`src/rtl/exec_stage_if.sv`:
```
// Execute-stage bus: decode-side inputs, bubble/status controls, and the
// combinational e_* and registered M_* results of the Execute stage.
interface exec_stage_if #(parameter int W = 64);
  logic [1:0]   D_stat;
  logic [3:0]   D_iCode;
  logic [3:0]   D_iFun;
  logic [W-1:0] D_valC;
  logic [W-1:0] D_valA;
  logic [W-1:0] D_valB;
  logic [3:0]   D_dstE;
  logic [3:0]   D_dstM;
  logic         E_bubble;
  logic         M_bubble;
  logic [1:0]   m_stat;
  logic [1:0]   W_stat;
  logic [W-1:0] e_valE;
  logic [3:0]   e_dstE;
  logic         e_Cnd;
  logic [1:0]   M_stat;
  logic [3:0]   M_iCode;
  logic         M_Cnd;
  logic [W-1:0] M_valE;
  logic [W-1:0] M_valA;
  logic [3:0]   M_dstE;
  logic [3:0]   M_dstM;
  logic [2:0]   cc_out;

  modport master (
    output D_stat, D_iCode, D_iFun, D_valC, D_valA, D_valB, D_dstE, D_dstM,
    output E_bubble, M_bubble, m_stat, W_stat,
    input  e_valE, e_dstE, e_Cnd,
    input  M_stat, M_iCode, M_Cnd, M_valE, M_valA, M_dstE, M_dstM, cc_out
  );

  modport slave (
    input  D_stat, D_iCode, D_iFun, D_valC, D_valA, D_valB, D_dstE, D_dstM,
    input  E_bubble, M_bubble, m_stat, W_stat,
    output e_valE, e_dstE, e_Cnd,
    output M_stat, M_iCode, M_Cnd, M_valE, M_valA, M_dstE, M_dstM, cc_out
  );
endinterface

```
`src/rtl/exec_stage.sv`:
```
// Y86-64 Execute stage: D->E register, ALU, condition codes, E->M register.
// e_valE / e_dstE / e_Cnd are combinational so decode can forward them.
module exec_stage #(
  parameter int W = 64
) (
  input  logic         clk,
  input  logic         rst_n,
  exec_stage_if.slave  bus
);

  localparam logic [1:0] S_AOK   = 2'd0;
  localparam logic [3:0] R_NONE  = 4'hF;
  localparam logic [3:0] I_NOP   = 4'h1;
  localparam logic [3:0] I_CMOV  = 4'h2;
  localparam logic [3:0] I_IRMOV = 4'h3;
  localparam logic [3:0] I_RMMOV = 4'h4;
  localparam logic [3:0] I_MRMOV = 4'h5;
  localparam logic [3:0] I_OPQ   = 4'h6;
  localparam logic [3:0] I_JXX   = 4'h7;
  localparam logic [3:0] I_CALL  = 4'h8;
  localparam logic [3:0] I_RET   = 4'h9;
  localparam logic [3:0] I_PUSH  = 4'hA;
  localparam logic [3:0] I_POP   = 4'hB;
  localparam logic [3:0] ALU_ADD = 4'd0;
  localparam logic [3:0] ALU_SUB = 4'd1;
  localparam logic [3:0] ALU_AND = 4'd2;
  localparam logic [3:0] ALU_XOR = 4'd3;
  localparam logic [2:0] CC_RST  = 3'b100;
  localparam logic signed [W-1:0] STACK_STEP = W'(8);

  // E register
  logic [1:0]          stat_p0;
  logic [3:0]          icode_p0, ifun_p0;
  logic signed [W-1:0] valc_p0, vala_p0, valb_p0;
  logic [3:0]          dste_p0, dstm_p0;
  logic [2:0]          cc_p0;

  // M register
  logic [1:0]          stat_p1;
  logic [3:0]          icode_p1;
  logic                cnd_p1;
  logic signed [W-1:0] vale_p1, vala_p1;
  logic [3:0]          dste_p1, dstm_p1;

  logic signed [W-1:0] alu_a, alu_b, alu_res;
  logic [3:0]          alu_fun;
  logic [2:0]          alu_cc;
  logic                e_cnd, set_cc;
  logic [3:0]          e_dste;

  function automatic logic signed [W-1:0] alu_op(input logic [3:0] fun,
                                                 input logic signed [W-1:0] a,
                                                 input logic signed [W-1:0] b);
    case (fun)
      ALU_ADD: return b + a;
      ALU_SUB: return b - a;
      ALU_AND: return b & a;
      ALU_XOR: return b ^ a;
      default: return '0;
    endcase
  endfunction

  // Overflow is judged on operand/result signs; logical ops never overflow.
  function automatic logic [2:0] alu_flags(input logic [3:0] fun,
                                           input logic signed [W-1:0] a,
                                           input logic signed [W-1:0] b,
                                           input logic signed [W-1:0] r);
    logic of;
    case (fun)
      ALU_ADD: of = (a[W-1] == b[W-1]) && (r[W-1] != a[W-1]);
      ALU_SUB: of = (b[W-1] != a[W-1]) && (r[W-1] != b[W-1]);
      default: of = 1'b0;
    endcase
    return {r == '0, r[W-1], of};
  endfunction

  function automatic logic cond_eval(input logic [3:0] fun, input logic [2:0] cc);
    logic zf, sf, of;
    {zf, sf, of} = cc;
    case (fun)
      4'd0:    return 1'b1;
      4'd1:    return (sf ^ of) | zf;
      4'd2:    return sf ^ of;
      4'd3:    return zf;
      4'd4:    return ~zf;
      4'd5:    return ~(sf ^ of);
      4'd6:    return ~(sf ^ of) & ~zf;
      default: return 1'b0;
    endcase
  endfunction

  always_comb begin
    alu_a = '0;
    alu_b = '0;
    case (icode_p0)
      I_CMOV, I_OPQ:             alu_a = vala_p0;
      I_IRMOV, I_RMMOV, I_MRMOV: alu_a = valc_p0;
      I_CALL, I_PUSH:            alu_a = -STACK_STEP;
      I_RET, I_POP:              alu_a = STACK_STEP;
      default:                   alu_a = '0;
    endcase
    case (icode_p0)
      I_RMMOV, I_MRMOV, I_OPQ, I_CALL, I_RET, I_PUSH, I_POP: alu_b = valb_p0;
      default:                                               alu_b = '0;
    endcase
  end

  assign alu_fun = (icode_p0 == I_OPQ) ? ifun_p0 : ALU_ADD;
  assign alu_res = alu_op(alu_fun, alu_a, alu_b);
  assign alu_cc  = alu_flags(alu_fun, alu_a, alu_b, alu_res);
  assign e_cnd   = (icode_p0 == I_CMOV || icode_p0 == I_JXX) ? cond_eval(ifun_p0, cc_p0) : 1'b1;
  assign e_dste  = (icode_p0 == I_CMOV && !e_cnd) ? R_NONE : dste_p0;
  // Any faulting instruction in E, M or W must not disturb the flags.
  assign set_cc  = (icode_p0 == I_OPQ) && (stat_p0 == S_AOK) &&
                   (bus.m_stat == S_AOK) && (bus.W_stat == S_AOK);

  always_ff @(posedge clk) begin
    if (!rst_n) begin
      stat_p0  <= S_AOK;
      icode_p0 <= I_NOP;
      ifun_p0  <= '0;
      valc_p0  <= '0;
      vala_p0  <= '0;
      valb_p0  <= '0;
      dste_p0  <= R_NONE;
      dstm_p0  <= R_NONE;
      stat_p1  <= S_AOK;
      icode_p1 <= I_NOP;
      cnd_p1   <= 1'b0;
      vale_p1  <= '0;
      vala_p1  <= '0;
      dste_p1  <= R_NONE;
      dstm_p1  <= R_NONE;
      cc_p0    <= CC_RST;
    end else begin
      if (bus.E_bubble) begin
        stat_p0  <= S_AOK;
        icode_p0 <= I_NOP;
        ifun_p0  <= '0;
        valc_p0  <= '0;
        vala_p0  <= '0;
        valb_p0  <= '0;
        dste_p0  <= R_NONE;
        dstm_p0  <= R_NONE;
      end else begin
        stat_p0  <= bus.D_stat;
        icode_p0 <= bus.D_iCode;
        ifun_p0  <= bus.D_iFun;
        valc_p0  <= bus.D_valC;
        vala_p0  <= bus.D_valA;
        valb_p0  <= bus.D_valB;
        dste_p0  <= bus.D_dstE;
        dstm_p0  <= bus.D_dstM;
      end
      if (bus.M_bubble) begin
        stat_p1  <= S_AOK;
        icode_p1 <= I_NOP;
        cnd_p1   <= 1'b0;
        vale_p1  <= '0;
        vala_p1  <= '0;
        dste_p1  <= R_NONE;
        dstm_p1  <= R_NONE;
      end else begin
        stat_p1  <= stat_p0;
        icode_p1 <= icode_p0;
        cnd_p1   <= e_cnd;
        vale_p1  <= alu_res;
        vala_p1  <= vala_p0;
        dste_p1  <= e_dste;
        dstm_p1  <= dstm_p0;
      end
      if (set_cc) cc_p0 <= alu_cc;
    end
  end

  assign bus.e_valE  = alu_res;
  assign bus.e_dstE  = e_dste;
  assign bus.e_Cnd   = e_cnd;
  assign bus.M_stat  = stat_p1;
  assign bus.M_iCode = icode_p1;
  assign bus.M_Cnd   = cnd_p1;
  assign bus.M_valE  = vale_p1;
  assign bus.M_valA  = vala_p1;
  assign bus.M_dstE  = dste_p1;
  assign bus.M_dstM  = dstm_p1;
  assign bus.cc_out  = cc_p0;

endmodule

```
`src/flat_wrapper.sv`:
```
// flat-port wrapper written by rule: the top's interface ports become plain ports
module exec_stage_flat 
#(
  parameter int W = 64
)
  (clk, rst_n, bus_D_stat, bus_D_iCode, bus_D_iFun, bus_D_valC, bus_D_valA, bus_D_valB, bus_D_dstE, bus_D_dstM, bus_E_bubble, bus_M_bubble, bus_m_stat, bus_W_stat, bus_e_valE, bus_e_dstE, bus_e_Cnd, bus_M_stat, bus_M_iCode, bus_M_Cnd, bus_M_valE, bus_M_valA, bus_M_dstE, bus_M_dstM, bus_cc_out);
  exec_stage_if #(.W(W)) bus_i ();
  input  logic clk;
  input  logic rst_n;
  input wire logic [$bits(bus_i.D_stat)-1:0] bus_D_stat;
  input wire logic [$bits(bus_i.D_iCode)-1:0] bus_D_iCode;
  input wire logic [$bits(bus_i.D_iFun)-1:0] bus_D_iFun;
  input wire logic [$bits(bus_i.D_valC)-1:0] bus_D_valC;
  input wire logic [$bits(bus_i.D_valA)-1:0] bus_D_valA;
  input wire logic [$bits(bus_i.D_valB)-1:0] bus_D_valB;
  input wire logic [$bits(bus_i.D_dstE)-1:0] bus_D_dstE;
  input wire logic [$bits(bus_i.D_dstM)-1:0] bus_D_dstM;
  input wire logic [$bits(bus_i.E_bubble)-1:0] bus_E_bubble;
  input wire logic [$bits(bus_i.M_bubble)-1:0] bus_M_bubble;
  input wire logic [$bits(bus_i.m_stat)-1:0] bus_m_stat;
  input wire logic [$bits(bus_i.W_stat)-1:0] bus_W_stat;
  output wire logic [$bits(bus_i.e_valE)-1:0] bus_e_valE;
  output wire logic [$bits(bus_i.e_dstE)-1:0] bus_e_dstE;
  output wire logic [$bits(bus_i.e_Cnd)-1:0] bus_e_Cnd;
  output wire logic [$bits(bus_i.M_stat)-1:0] bus_M_stat;
  output wire logic [$bits(bus_i.M_iCode)-1:0] bus_M_iCode;
  output wire logic [$bits(bus_i.M_Cnd)-1:0] bus_M_Cnd;
  output wire logic [$bits(bus_i.M_valE)-1:0] bus_M_valE;
  output wire logic [$bits(bus_i.M_valA)-1:0] bus_M_valA;
  output wire logic [$bits(bus_i.M_dstE)-1:0] bus_M_dstE;
  output wire logic [$bits(bus_i.M_dstM)-1:0] bus_M_dstM;
  output wire logic [$bits(bus_i.cc_out)-1:0] bus_cc_out;
  assign bus_i.D_stat = bus_D_stat;
  assign bus_i.D_iCode = bus_D_iCode;
  assign bus_i.D_iFun = bus_D_iFun;
  assign bus_i.D_valC = bus_D_valC;
  assign bus_i.D_valA = bus_D_valA;
  assign bus_i.D_valB = bus_D_valB;
  assign bus_i.D_dstE = bus_D_dstE;
  assign bus_i.D_dstM = bus_D_dstM;
  assign bus_i.E_bubble = bus_E_bubble;
  assign bus_i.M_bubble = bus_M_bubble;
  assign bus_i.m_stat = bus_m_stat;
  assign bus_i.W_stat = bus_W_stat;
  assign bus_e_valE = bus_i.e_valE;
  assign bus_e_dstE = bus_i.e_dstE;
  assign bus_e_Cnd = bus_i.e_Cnd;
  assign bus_M_stat = bus_i.M_stat;
  assign bus_M_iCode = bus_i.M_iCode;
  assign bus_M_Cnd = bus_i.M_Cnd;
  assign bus_M_valE = bus_i.M_valE;
  assign bus_M_valA = bus_i.M_valA;
  assign bus_M_dstE = bus_i.M_dstE;
  assign bus_M_dstM = bus_i.M_dstM;
  assign bus_cc_out = bus_i.cc_out;
  exec_stage #(.W(W)) u_core (.clk(clk), .rst_n(rst_n), .bus(bus_i));
endmodule
```
`config.mk`:
```
export PLATFORM = sky130hd
export DESIGN_NAME = exec_stage_flat
export DESIGN_NICKNAME = d
export VERILOG_FILES = /design/src/rtl/exec_stage_if.sv /design/src/rtl/exec_stage.sv /design/src/flat_wrapper.sv
export SDC_FILE = /design/constraint.sdc
export NUM_CORES = 1
export LEC_CHECK = 0
export BUFFER_PORTS_ARGS = -buffer_cell sky130_fd_sc_hd__clkbuf_2
export CAP_MARGIN = 20
export CORE_MARGIN = 10
export CORE_UTILIZATION = 40
export CTS_BUF_LIST = sky130_fd_sc_hd__clkbuf_8
export DETAILED_ROUTE_END_ITERATION = 12
export PLACE_DENSITY_LB_ADDON = 0.12
export SYNTH_ARGS = -nofsm -noshare
export SYNTH_HDL_FRONTEND = slang
export SYNTH_SLANG_ARGS = --single-unit
```
`constraint.sdc`:
```
create_clock -name clk -period 6.1 [get_ports clk]
set_input_delay 0.305 -clock clk [delete_from_list [all_inputs] [get_ports clk]]
set_output_delay 0.305 -clock clk [all_outputs]
set_load 0.05 [all_outputs]
```
After elaboration in Yosys (flattened, before gate mapping)
Index checks and enable logic that the tools add are counted. Widths: inputs -> output; s select.

Logic and storage cells: 78. Input port bits: 218. Flip-flop bits (word level): 356. Output and inout port bits: 215.

Reductions and logical operators: 21. Multiplexer cells: 8. Bitwise gates (word level): 8. Equality and inequality tests: 23. Add/subtract/negate cells: 2.

Operators with widths (count): $pmux 64 s4 (2); $add 64x64->64 (1); $and 64x64->64 (1); $logic_not 64->1 (1); $mux 64 (1); $sub 64x64->64 (1); $xor 64x64->64 (1); $eq 4x3->1 const B (7); $eq 4x2->1 const B (6); $eq 4x4->1 const B (4); $reduce_or 2->1 (5); $eq 4x1->1 const B (2); $logic_not 4->1 (2); $mux 4 (2); $pmux 1 s7 (1); $reduce_or 7->1 (1); $logic_and 1x1->1 (6); $logic_not 2->1 (3); $ne 1x1->1 (3); $not 1->1 (3); $reduce_or 3->1 (1); $pmux 1 s2 (1); $and 1x1->1 (1); $eq 1x1->1 (1); 5 further kinds (5).

Logic depth before layout (Yosys ltp)
Depth after elaboration: 8. Mapped depth: 31. Gate-level depth less buffers: 25.

Worst setup path after synthesis
No wires, ideal clock.

Kind: register to register. From: register u_core.icode_p0[2]. To: register u_core.cc_p0[2], in the netlist u_core.bus.cc_out[2]. Required time: 5968 ps. Buffers on the path: 6. Slack: -866 ps. Setup time: 132 ps. Data arrival time: 6833 ps. Stages on the path, launching flop included: 31. Period minus slack after synthesis: 6966 ps. Path through: dfxtp_1 -> buf_6 -> or2b_1 -> nor2_1 -> clkbuf_1 -> buf_2 -> buf_2 -> buf_2 -> nor2_1 -> inv_2 -> nor2_1 -> nand4_1 -> nor4_1 -> nand2_1 -> or2_2 -> o41ai_1 -> xor2_1 -> ha_1 -> clkbuf_1 -> nand2_1 -> or3_1 -> a211oi_1 -> nand4_1 -> a31oi_1 -> o211ai_1 -> a31oi_1 -> nor3_1 -> o32ai_1 -> or4_1 -> or4_1 -> o211ai_2.

Longest elaborated chain between the ends: 6. Elaborated cells on any way between the ends: 30. Classes of those cells: add/sub: 2; eq/ne: 12; mux: 4; bitwise: 2; reduce/logical: 10.

Ends and longest elaborated chain: start: declaration (RTL line exec_stage.sv:33) `logic [3:0] icode_p0, ifun_p0;`; start signal: assignment (RTL line exec_stage.sv:147) `icode_p0 <= bus.D_iCode;`; $eq 4x2->1 (tied with other cells) (RTL line exec_stage.sv:95) `case (icode_p0)`; $reduce_or 3->1 (tied with other cells) (RTL line exec_stage.sv:95); $pmux 64 s4 / $mux 64 (equally long branches) (RTL line exec_stage.sv:95, exec_stage.sv:102); $sub 64x64->64 (tied with other cells) (RTL line exec_stage.sv:56) `ALU_SUB: return b - a;`; $pmux 64 s4 (*) (RTL line exec_stage.sv:54) `case (fun)`; via bus_e_valE[59] (RTL line flat_wrapper.sv:22) `output wire logic [$bits(bus_i.e_valE)-1:0] bus_e_valE;`; $logic_not 64->1 (*) (RTL line exec_stage.sv:74) `return {r == '0, r[W-1], of};`; end signal: assignment (RTL line exec_stage.sv:172) `if (set_cc) cc_p0 <= alu_cc;`; end: declaration (RTL line exec_stage.sv:36) `logic [2:0] cc_p0;`.

The timed path passes the listed nets; every way through them passes the cells marked *. A chain may end at the register's enable or synchronous reset.

Worst setup path in the final report
From: register u_core.icode_p0[0]. To: output port bus_e_valE[59].

Longest elaborated chain between the ends: 5. Elaborated cells on any way between the ends: 26. Classes of those cells: add/sub: 2; eq/ne: 12; mux: 4; bitwise: 2; reduce/logical: 6.

Ends and longest elaborated chain (RTL line): $eq 4x2->1 (tied with other cells) (exec_stage.sv:95); $reduce_or 3->1 (tied with other cells) (exec_stage.sv:95); $pmux 64 s4 / $mux 64 (equally long branches) (exec_stage.sv:95, exec_stage.sv:102); $sub 64x64->64 (tied with other cells) (exec_stage.sv:56); $pmux 64 s4 (*) (exec_stage.sv:54); end: declaration (flat_wrapper.sv:22).

Every way passes the cells marked *; elsewhere a longest branch is shown, timed or not.

==> key figures <==
Outcome
  – Status: complete, but fails checks
  – Failing checks: setup timing

Yosys
  – Post-synth EDFFs: 0
  – Synthesis warning total: 0
  – Largest cells by area after synthesis: dfxtp_1 35%, and2_1 11%, ha_1 7.6%
  – Sequential area share after synthesis: about a third
  – Top cell type's share of synthesized area: between 30 and 40%
  – Synth top cells by count: 375 x and2_1, 356 x dfxtp_1, 184 x a21oi_1
  – Synth Area per Inst: around 8.4 um^2
  – Syn Nets: ~2800
  – Count leader, synth: and2_1
  – Top FF cell, synth: dfxtp_1
  – Post-synthesis async set-or-reset flop share: 0%
  – Synthesized instance count: about 2500
  – Area of the mapped netlist: about 21000 um^2
  – Number of synthesized register bits: 356
  – Netlist cell types: 89
  – Area leader, netlist: dfxtp_1

Route
  – DR vias: roughly 22000
  – DR vias/cell: between 5 and 6
  – Post-route ant nets: 0
  – DRC: 0
  – Pre-Repair DR Iteration Count: 5
  – Drt wl/cell: about 22 um
  – DRT Wirelength: 91.6 mm
  – DR iter-0 viols: around 1400

Power and ir drop
  – P per Cell Area: between 200 and 250 nW/um^2
  – Leakage Power: 14.8 nW
  – Maximum vdd drop: around 0.24 mV

STA
  – Hold_ws: about 130 ps
  – Final Slew Violations: 0
  – Final setup margin: -261 ps
  – Final Hold Fails: 0
  – Max_slew headroom: 28.2%
  – RSZ-0062 raised after global routing: yes
  – Finish-stage setup viols: 9
  – Tcrit/Tclk final: 104%
  – Max frequency: 157 MHz
  – Worst clock skew: 48.9 ps
  – Post-layout min period: between 6000 and 7000 ps
  – Tightest Pin Transition: 1080 ps

Cells and area
  – Post-Layout Cell Count: around 4200
  – Post-layout util: between 60% and 70%
  – Area growth, synth to finish: 53.7%
  – Nets: roughly 3800
  – Layout cell share with drive strength beyond 1: a little over a third

Setup path
  – CP peak stage delay: 400 ps
  – Arrival @ worst endpoint: 6060 ps
  – Max FO, Critical Path: 6
  – Worst setup EP type: primary output
  – Crit path kind: flop to primary output
  – Worst setup SP type: flop
  – CP max stage cell: or3_4
  – CP required: ~5800 ps
  – Reg2Reg Depth: 26

Floorplanning
  – I/O pins: about 430
  – Chip height: 247 um
  – Cell Rows: 83
  – Die W: roughly 250 um
  – Die Area: roughly 61000 um^2
  – Core Region: around 50000 um^2
  – Starting Density: roughly 40%

Min path
  – Worst hold path stage count: 4
  – Worst hold path type: input port to flop

Clocking
  – CTS Buffer Depth: 3
  – TritonCTS Buffers: just under 60
  – H-tree depth: 2
  – CTS tree: yes
  – CTS Sinks: roughly 360
  – Clk Latency, worst-skew pair: 680 ps
  – Root buffer cell: clkbuf_8
  – Clk slew on worst S/H paths: about 80 ps

Place
  – GPL Wtd Cong: around 0.96
  – DP Worst Slack: -457 ps
  – Placed insts: around 3800
  – PortBufs: approximately 430
  – DPL Wire Length: between 70 and 80 mm

Global route
  – All-Layer GR Usage: ~29%
  – Initial antenna violation count: 2
  – Largest net degree at the start of global routing: around 120
  – Vias in the first global route: ~22000
  – Gr ovfl total: 0
  – First-pass GRT wire length: around 140 mm

Job
  – Max-cap violations: 0
## area by class of cell
cell class / instances / area (um^2)
tap: 680 / 851
antenna: 2 / 5.00
multi-input combinational: 1849 / 13700
inverter: 87 / 329
sequential: 356 / 7140
clock buffer: 70 / 963
clock inverter: 31 / 241
timing repair buffer: 1099 / 8470
fill: 4480 / 19500
## worst paths after layout
| path | slack [ps] | from | end |
|---|---|---|---|
| hold reg to reg | 400 | u_core.dstm_p0[3]$_SDFF_PP1_ | u_core.bus.M_dstM[3]$_SDFF_PP1_ |
| hold / removal | 130 | bus_W_stat[0] | u_core.bus.cc_out[2]$_SDFFE_PN1P_ |
| setup / recovery | -260 | u_core.icode_p0[0]$_SDFF_PP1_ | bus_e_valE[59] |
| setup reg to reg | -80 | u_core.icode_p0[2]$_SDFF_PP0_ | u_core.bus.cc_out[2]$_SDFFE_PN1P_ |
## layer usage
metal	wire (um)	part of all wire, %	track usage, %	vias to the layer above
met5	10	0.011	0	-
met4	2250	2.5	7.55	2
met3	7070	7.7	6.74	136
met2	40300	44	44.2	829
met1	42000	46	39.7	10600
li1	-	-	-	10700
## repair_timing
item	4_1_cts	5_1_grt
resized for setup	119	192
pin swaps	38	56
buffers inserted	18	32
hold buffers	211	0
endpoints found under the setup margin	32	31
hold endpoints to repair	211	0
## worst max-delay path, delay by kind of cell, from the launching register on
| family | cells | cell delay (ps) |
|---|---|---|
| AOI/OAI and AO/OA | 10 | 2030 |
| and+or+nand+nor | 7 | 1270 |
| buffers and inverters | 8 | 1180 |
| DFF | 1 | 370 |
| adders and majority gates | 1 | 300 |
| xor gates and xnor gates | 1 | 220 |
## sequential cells by signal, summed over array words and instances, names as in the netlist
signal / cells
u_core.bus.M_dstM: 4
u_core.bus.cc_out: 3
u_core.valc_p0: 64
u_core.bus.M_stat: 2
u_core.bus.M_iCode: 4
u_core.stat_p0: 2
u_core.bus.M_valA: 64
u_core.dste_p0: 4
u_core.valb_p0: 64
u_core.bus.M_valE: 64
u_core.dstm_p0: 4
u_core.bus.M_Cnd: 1
u_core.vala_p0: 64
u_core.icode_p0: 4
u_core.bus.M_dstE: 4
u_core.ifun_p0: 4
## cells in the final DEF, fill, tap and decap left out, drive strengths merged, types with 25 or more instances in the layout
master / n
nor2: 153
dfxtp: 356
a31oi: 38
a21o: 38
nand4: 46
o21ai: 66
ha: 125
nand2b: 50
dlygate4sd3: 211
nand3: 32
buf: 493
a21oi: 184
or2: 27
nor3: 50
nand2: 139
a311oi: 41
inv: 104
mux2i: 51
clkbuf: 465
and2: 375
xor2: 28
xnor2: 66
or3: 25
nand3b: 31
## stage by stage
| step | area, um^2 | power [mW] | setup TNS, ps |
|---|---|---|---|
| global placement | 26700 | 4.27 | -259 |
| detailed placement | 26700 | 4.28 | -508 |
| finish | 31700 | 6.67 | -1300 |
| floorplan | 20800 | 3.51 | 0 |
| global route | 31700 | 6.93 | -7670 |
| CTS | 30700 | 6.61 | -1160 |
## report_power, final
part	total [mW]	internal, mW	switching (mW)
sequential	2.46	2.41	0.0426
clock	2.18	1.17	1.01
combinational	2.03	0.854	1.18
## logic make-up after synthesis
group	count (synthesis)	synth area share (%)
simple gates	1004	27.1
xor+xnor	94	4.02
fa+ha+maj	126	7.67
mux	68	3.40
compound gates	557	18.1
flops	356	34.5
buf+inv	264	5.24
Power figures use the tool's default switching activity.
